`src/rtl/cpu_types_pkg.sv`:
```
// Shared types for the pipelined MIPS core.
// Word, opcode, fetch FSM state and IF/ID bundle.
package cpu_types_pkg;

   typedef logic [31:0] word_t;

   typedef enum logic [5:0] {
      HALT = 6'h3F
   } opcode_t;

   localparam word_t WBYTES = 32'd4;
   localparam word_t RESET_INSTR = 32'h0000_0000;

   typedef enum logic [1:0] {
      FETCH,
      DRAIN,
      HALTED
   } fetch_state_t;

   typedef struct packed {
      logic  valid;
      word_t instr;
      word_t npc;
   } ifid_t;

   localparam ifid_t IFID_BUBBLE = '{
      valid: 1'b0,
      instr: RESET_INSTR,
      npc:   32'h0
   };

endpackage

```
`src/rtl/fetch_stage_ifid_reg.sv`:
```
// IF/ID pipeline latch.
// Flush beats load; otherwise hold.
module ifid_reg
   import cpu_types_pkg::*;
(
   input  logic  CLK,
   input  logic  nRST,
   input  logic  load,
   input  logic  flush,
   input  ifid_t d,
   output ifid_t q
);

   // latch update: bubble on reset/flush, new word on load
   always_ff @(posedge CLK or negedge nRST) begin
      if (!nRST)
         q <= IFID_BUBBLE;
      else if (flush)
         q <= IFID_BUBBLE;
      else if (load)
         q <= d;
   end

endmodule

```
`src/rtl/fetch_stage.sv`:
```
// Instruction fetch control and next-PC selection.
// Owns the IF/ID latch and the FETCH/DRAIN/HALTED FSM.
module fetch_stage
   import cpu_types_pkg::*;
(
   input  logic        CLK,
   input  logic        nRST,
   input  logic [31:0] pco,
   output logic [31:0] pci,
   output logic        pc_wen,
   output logic        imemREN,
   output logic [31:0] imemaddr,
   input  logic        ihit,
   input  logic [31:0] imemload,
   input  logic        stall,
   input  logic        redirect,
   input  logic [31:0] redirect_pc,
   output logic        ifid_valid,
   output logic [31:0] ifid_instr,
   output logic [31:0] ifid_npc,
   output logic        fetch_halted
);

   fetch_state_t state, state_n;
   word_t        pending, pending_n;
   word_t        seq_pc;
   logic         is_halt;
   logic         ld, fl;
   ifid_t        ifid_d, ifid_q;

   assign seq_pc   = pco + WBYTES;
   assign is_halt  = (imemload[31:26] == HALT);
   assign imemaddr = pco;

   assign ifid_d = '{valid: 1'b1, instr: imemload, npc: seq_pc};

   // state and redirect target registers
   always_ff @(posedge CLK or negedge nRST) begin
      if (!nRST) begin
         state   <= FETCH;
         pending <= 32'h0;
      end else begin
         state   <= state_n;
         pending <= pending_n;
      end
   end

   // next-state, next-PC and IF/ID control
   always_comb begin
      state_n      = state;
      pending_n    = pending;
      pci          = seq_pc;
      pc_wen       = 1'b0;
      imemREN      = 1'b1;
      fetch_halted = 1'b0;
      ld           = 1'b0;
      fl           = 1'b0;
      unique case (state)
         FETCH: begin
            if (redirect && ihit) begin
               pci    = redirect_pc;
               pc_wen = 1'b1;
               fl     = 1'b1;
            end else if (redirect) begin
               pending_n = redirect_pc;
               fl        = 1'b1;
               state_n   = DRAIN;
            end else if (stall) begin
               pc_wen = 1'b0;
            end else if (ihit) begin
               ld = 1'b1;
               if (is_halt)
                  state_n = HALTED;
               else
                  pc_wen = 1'b1;
            end else begin
               fl = 1'b1;
            end
         end
         DRAIN: begin
            fl = 1'b1;
            if (redirect)
               pending_n = redirect_pc;
            if (ihit) begin
               pci     = redirect ? redirect_pc : pending;
               pc_wen  = 1'b1;
               state_n = FETCH;
            end
         end
         HALTED: begin
            imemREN      = 1'b0;
            fetch_halted = 1'b1;
            if (redirect) begin
               pci     = redirect_pc;
               pc_wen  = 1'b1;
               fl      = 1'b1;
               state_n = FETCH;
            end else if (!stall) begin
               fl = 1'b1;
            end
         end
         default: begin
            state_n = FETCH;
            fl      = 1'b1;
         end
      endcase
   end

   ifid_reg u_ifid (
      .CLK   (CLK),
      .nRST  (nRST),
      .load  (ld),
      .flush (fl),
      .d     (ifid_d),
      .q     (ifid_q)
   );

   assign ifid_valid = ifid_q.valid;
   assign ifid_instr = ifid_q.instr;
   assign ifid_npc   = ifid_q.npc;

endmodule

```
`config.mk`:
```
export PLATFORM = sky130hd
export DESIGN_NAME = fetch_stage
export DESIGN_NICKNAME = d
export VERILOG_FILES = /design/src/rtl/cpu_types_pkg.sv /design/src/rtl/fetch_stage_ifid_reg.sv /design/src/rtl/fetch_stage.sv
export SDC_FILE = /design/constraint.sdc
export NUM_CORES = 1
export LEC_CHECK = 0
export ABC_AREA = 1
export CAP_MARGIN = 10
export CORE_MARGIN = 1.5
export CORE_UTILIZATION = 26
export CTS_CLUSTER_DIAMETER = 120
export CTS_CLUSTER_SIZE = 25
export DETAILED_ROUTE_END_ITERATION = 8
export SLEW_MARGIN = 20
export SYNTH_ARGS = -nofsm -noshare
export SYNTH_HDL_FRONTEND = slang
export SYNTH_HIERARCHICAL = 1
export SYNTH_SLANG_ARGS = --single-unit
```
`constraint.sdc`:
```
create_clock -name CLK -period 1.7 [get_ports CLK]
set_clock_uncertainty 0.05 [all_clocks]
set_input_delay 0.425 -clock CLK [delete_from_list [all_inputs] [get_ports CLK]]
set_output_delay 0.425 -clock CLK [all_outputs]
set_load 0.05 [all_outputs]
```
# ---- After elaboration in Yosys (flattened, before gate mapping)
# Index checks and enable logic that the tools add are counted.
dict set report classes {
  eq_ne 9
  n_mul 0
  add_sub_neg 1
  mux 38
  reduce_logical 6
  div_mod_pow 0
  n_bitwise 0
  shifts 0
  n_lt_le_gt_ge 0
}
# op n
set op_table {}
lappend op_table {{$mux W32} 5}
lappend op_table {{$mux W65} 2}
lappend op_table {{$pmux W32 S3} 1}
lappend op_table {{$pmux W32 S2} 1}
lappend op_table {{$add A32 B3 Y32 const B} 1}
lappend op_table {{$mux W1} 19}
lappend op_table {{$mux W2} 7}
lappend op_table {{$ne A3 B3 Y1 const B} 3}
lappend op_table {{$eq A6 B6 Y1 const B} 1}
lappend op_table {{$ne A2 B2 Y1 const B} 3}
lappend op_table {{$pmux W2 S3} 1}
lappend op_table {{$reduce_and A6 Y1} 1}
lappend op_table {{$reduce_bool A2 Y1} 2}
lappend op_table {{$pmux W1 S3} 1}
lappend op_table {{$eq A2 B1 Y1 const B} 1}
lappend op_table {{$eq A2 B2 Y1 const B} 1}
lappend op_table {{$logic_not A2 Y1} 1}
lappend op_table {{$pmux W1 S2} 1}
lappend op_table {{$reduce_and A2 Y1} 1}
lappend op_table {{$logic_and A1 B1 Y1} 1}
dict set report totals {
  reg_bits 99
  mem_bits_rw 0
  word_cells 59
  latch_bits 0
  out_inout_bits 132
  input_bits 101
  memories 0
  rom_bits 0
}

# ---- Longest topological paths before layout
dict set report logic_depth {
  ltp_word 7
  mapped_depth 11
}

# ---- Hierarchy
# The synthesis kept the hierarchy.
# mod seq_area_each_um2 n_inst area_each_um2 cells_each
set modules_own_cells {}
lappend modules_own_cells {fetch_stage 850.8 1 3599.7 597}
lappend modules_own_cells {ifid_reg 1626.6 1 2591.2 283}

# ---- Worst setup path before layout
# Ideal clock, no wire load.
dict set report synth_path {
  kind {register to output}
  startpoint {register state[0]}
  endpoint {output pci[7]}
  setup_slack_ns -1.044
  t_required_ns 1.225
  arrival_ns 2.269
  path_buffers 0
  stages_incl_launch_ff 9
  cell_sequence {dfrtp_1 > inv_2 > nand2_2 > nor2_1 > inv_2 > nand2_4 > nor2_4 > inv_2 > o21ai_0}
}
dict set report synth_between {
  elab_chain_cells 2
  elab_cells_between_ends 4
}
# element line_no
set synth_rtl {}
lappend synth_rtl {{from (decl)} fetch_stage.sv:24} ;# fetch_state_t state, state_n;
lappend synth_rtl {{from (signal assigned)} fetch_stage.sv:43} ;# state <= state_n;
lappend synth_rtl {{$eq A2 B2 Y1 (tied with other cells)} fetch_stage.sv:58} ;# unique case (state)
lappend synth_rtl {{$pmux W32 S3 *} fetch_stage.sv:58}
lappend synth_rtl {{to (decl)} fetch_stage.sv:9} ;# output logic [31:0] pci,
# Mark *: on every way between the ends. The rest lies on a longest branch, timed or not.

# ---- Worst setup path after layout
dict set report layout_path {
  startpoint {register state[1]}
  endpoint {output pci[15]}
}
# The elaborated chain is that of the path after synthesis.

==> impl_metrics.tcl <==
set metrics [dict create \
    grt_pass1_wl_mm 39.29 \
    r2r-end "u_ifid/q[50]" \
    initial_core_util_pct 26.45 \
    r2r_cells 10 \
    syn-instance-count 880 \
    ys.flop_type "dfrtp_1" \
    criticalPathCategory "flip-flop to output port" \
    mappedNetlistArea_um2 6191 \
    worstPathMaxFanout 5 \
    die_y_um 157.3 \
    violations "setup timing" \
    final_antenna_net_count 0 \
    place_inst 1518 \
    synth_seq_area_share_pct 40.02 \
    r2r-start "state[1]" \
    synthDistinctLibCells 33 \
    peakVddDrop_v 0.0003919 \
    rows 56 \
    place_congestion 0.9568 \
    p_sw_share_pct 36.08 \
    crit_buf_inv 5 \
    pwr-share-comb_pct 41.3 \
    place_area_um2 11520 \
    drive_gt1_share_pct 39.56 \
    setup_viol 124 \
    maxCapViolations 0 \
    area_growth_pct 103.8 \
    cts_buffer_depth 2 \
    core_area_um2 23400 \
    slew_violations 0 \
    synth_nets 982 \
    drt_iter0_markers 375 \
    finalHoldViolCount 0 \
    final_common_cell "nand2_1" \
    htree_num_levels 3 \
    grt_max_degree 100 \
    p_int_mw 5.109 \
    stdcell_area_um2 12620 \
    synth_edf_count 0 \
    grt.total_usage_pct 20.77 \
    cts_buffers 9 \
    power_mw 7.994 \
    final.period_utilization_pct 143.5 \
    crit_required_ns 1.22 \
    synth_warnings 6 \
    cp_slowest_cell "dfrtp_2" \
    grt_pass1_vias 7149 \
    die_w_um 157.3 \
    dr.pass1.iters 6 \
    clock_power_share_pct 26.0 \
    nets 1338 \
    end_kind "output port" \
    io_pins 233 \
    final_cell_mix "nand2_1, buf_4, buf_12, dfrtp_1, nand3_1" \
    cp_top_family "buffers and inverters" \
    layout_min_cycle_time_ns 2.439 \
    routedWlPerCell_um 16.13 \
    p_sw_mw 2.884 \
    cts_tree "built" \
    portBuffers 232 \
    stdcell_count 1561 \
    postSynth.asyncResetShare_pct 100.0 \
    antenna_found_initial 1 \
    clock_latency_ns 0.36 \
    hpwlAfterDp_mm 18.97 \
    avgSynthCellArea_um2 7.035 \
    fillCellCount 2127 \
    r2r_setup_slack_ns -0.18 \
    seqPwrFrac_pct 32.8 \
    vias_per_cell 4.480 \
    place_ws_ns -1.099 \
    vias 6994 \
    powerDensity_nw_per_um2 633.4 \
    wirelength_mm 25.18 \
    path_cells "inv_2 > nand2_4 > nor2_4 > buf_6 > nor2_4 > buf_12 > buf_16 > nand3_4 > nand3_4 > buf_12" \
    hold_path.class "primary input to async pin" \
    drc_errors 0 \
    fin_ws_ns -0.7389 \
    power_leakage_nw 5.965 \
    grt-ovfl-total 0 \
    max_freq_ghz 0.4100 \
    crit_path_start_kind "flip-flop" \
    cp.arrival_ns 1.96 \
    clock_sinks 99 \
    crit_path_max_incr_delay_ns 0.48 \
    cts.clk_slew.worst_paths_ns 0.08 \
    startpoint "state[1]" \
    worst_pin_slew_ns 0.6187 \
    die_area_um2 24750 \
    ys_ff_latch 99 \
    fin_util_pct 53.92 \
    rsz0062_at_grt "yes" \
    relSlewSlack_pct 58.75 \
    outcome "finished with violations" \
    cts_root_buf "clkbuf_16" \
]
-- registers in the layout, indices dropped and copies added (netlist names) --
| name | flops |
|---|---|
| pending | 32 |
| u_ifid/q | 65 |
| state | 2 |
-- routing by layer --
metal	routed length, µm	GRT usage, %
met4	691	8.176
met2	12060	34.61
met1	11090	27.18
met3	1330	2.753
met5	0	0
-- power groups by stage --
| stage | sequential, mW | combinational (mW) | clock (mW) |
|---|---|---|---|
| after floorplan | 2.72 | 1.42 | 0 |
| after global placement | 2.65 | 3.03 | 0 |
| after detailed placement | 2.66 | 3.05 | 0 |
| after CTS | 2.61 | 3.27 | 2.16 |
| after global routing | 2.64 | 3.50 | 2.26 |
| final | 2.62 | 3.30 | 2.08 |
-- cells in the mapped netlist (4+ instances only) --
master / n / area share (%)
mux2i_1: 18 / 2.9
inv_2: 8 / 0.49
nand4_1: 5 / 0.51
or2_2: 8 / 0.81
and2_1: 15 / 1.5
nand2_1: 310 / 19
dfrtp_1: 99 / 40
nor2_4: 4 / 0.73
inv_1: 49 / 3.0
o21bai_1: 5 / 0.61
nor2_1: 80 / 4.9
xor2_1: 8 / 1.1
buf_6: 6 / 1.1
buf_2: 25 / 2.0
o21ai_0: 37 / 3.0
buf_4: 38 / 4.6
o21ai_1: 18 / 1.5
a21oi_1: 25 / 2.0
nand3_1: 104 / 8.4
-- cell families (layout without fill, tap and decap cells) --
logic type / count (synthesis) / in the layout / share of synthesized area, %
flip-flops: 99 / 99 / 40.02
adder cells (fa/ha/maj): 1 / 1 / 0.2021
XOR/XNOR: 9 / 9 / 1.273
AND/OR/NAND/NOR: 531 / 531 / 36.20
buffers and inverters: 128 / 489 / 11.32
other: 1 / 2 / 0.06057
AO/OA/AOI/OAI: 93 / 93 / 8.024
multiplexers: 18 / 18 / 2.910
-- metrics by stage --
stage               setup TNS, ns  hold slack [ns]
CTS                        -31.32          0.07744
detailed placement         -82.63           0.4225
global route               -45.40           0.1051
global placement           -82.19           0.4155
finish                     -32.22          0.02748
floorplan                  -6.213          0.07941
-- cell type report --
| class | instances | area, µm² | area share [%] |
|---|---|---|---|
| clock buffer | 9 | 225.2 | 1.785 |
| clock inverter | 7 | 61.31 | 0.4858 |
| sequential | 99 | 2480 | 19.65 |
| antenna | 1 | 2.502 | 0.01983 |
| timing repair buffer | 416 | 5310 | 42.08 |
| multi-input combinational | 653 | 3895 | 30.86 |
| tap | 319 | 399.1 | 3.163 |
| inverter | 57 | 246.5 | 1.953 |
-- timing repair --
item | CTS | global route
resized for setup | 144 | 29
gates cloned | 5 | 1
pin swaps | 22 | 7
setup buffers | 20 | 2
hold buffers | 0 | 0
endpoints found under the setup margin | 153 | 134
-- worst max-delay path by stage --
stage | to | slack (ns) | cells after the start
final | pci[15] | -0.74 | 10
after global routing | pci[6] | -0.83 | 9
after CTS | pci[15] | -0.75 | 11
after detailed placement | pci[30] | -1.10 | 12
after global placement | pci[30] | -1.07 | 12
after floorplan | pci[12] | -0.24 | 6
No activity file was read; power rests on OpenSTA's default activity.
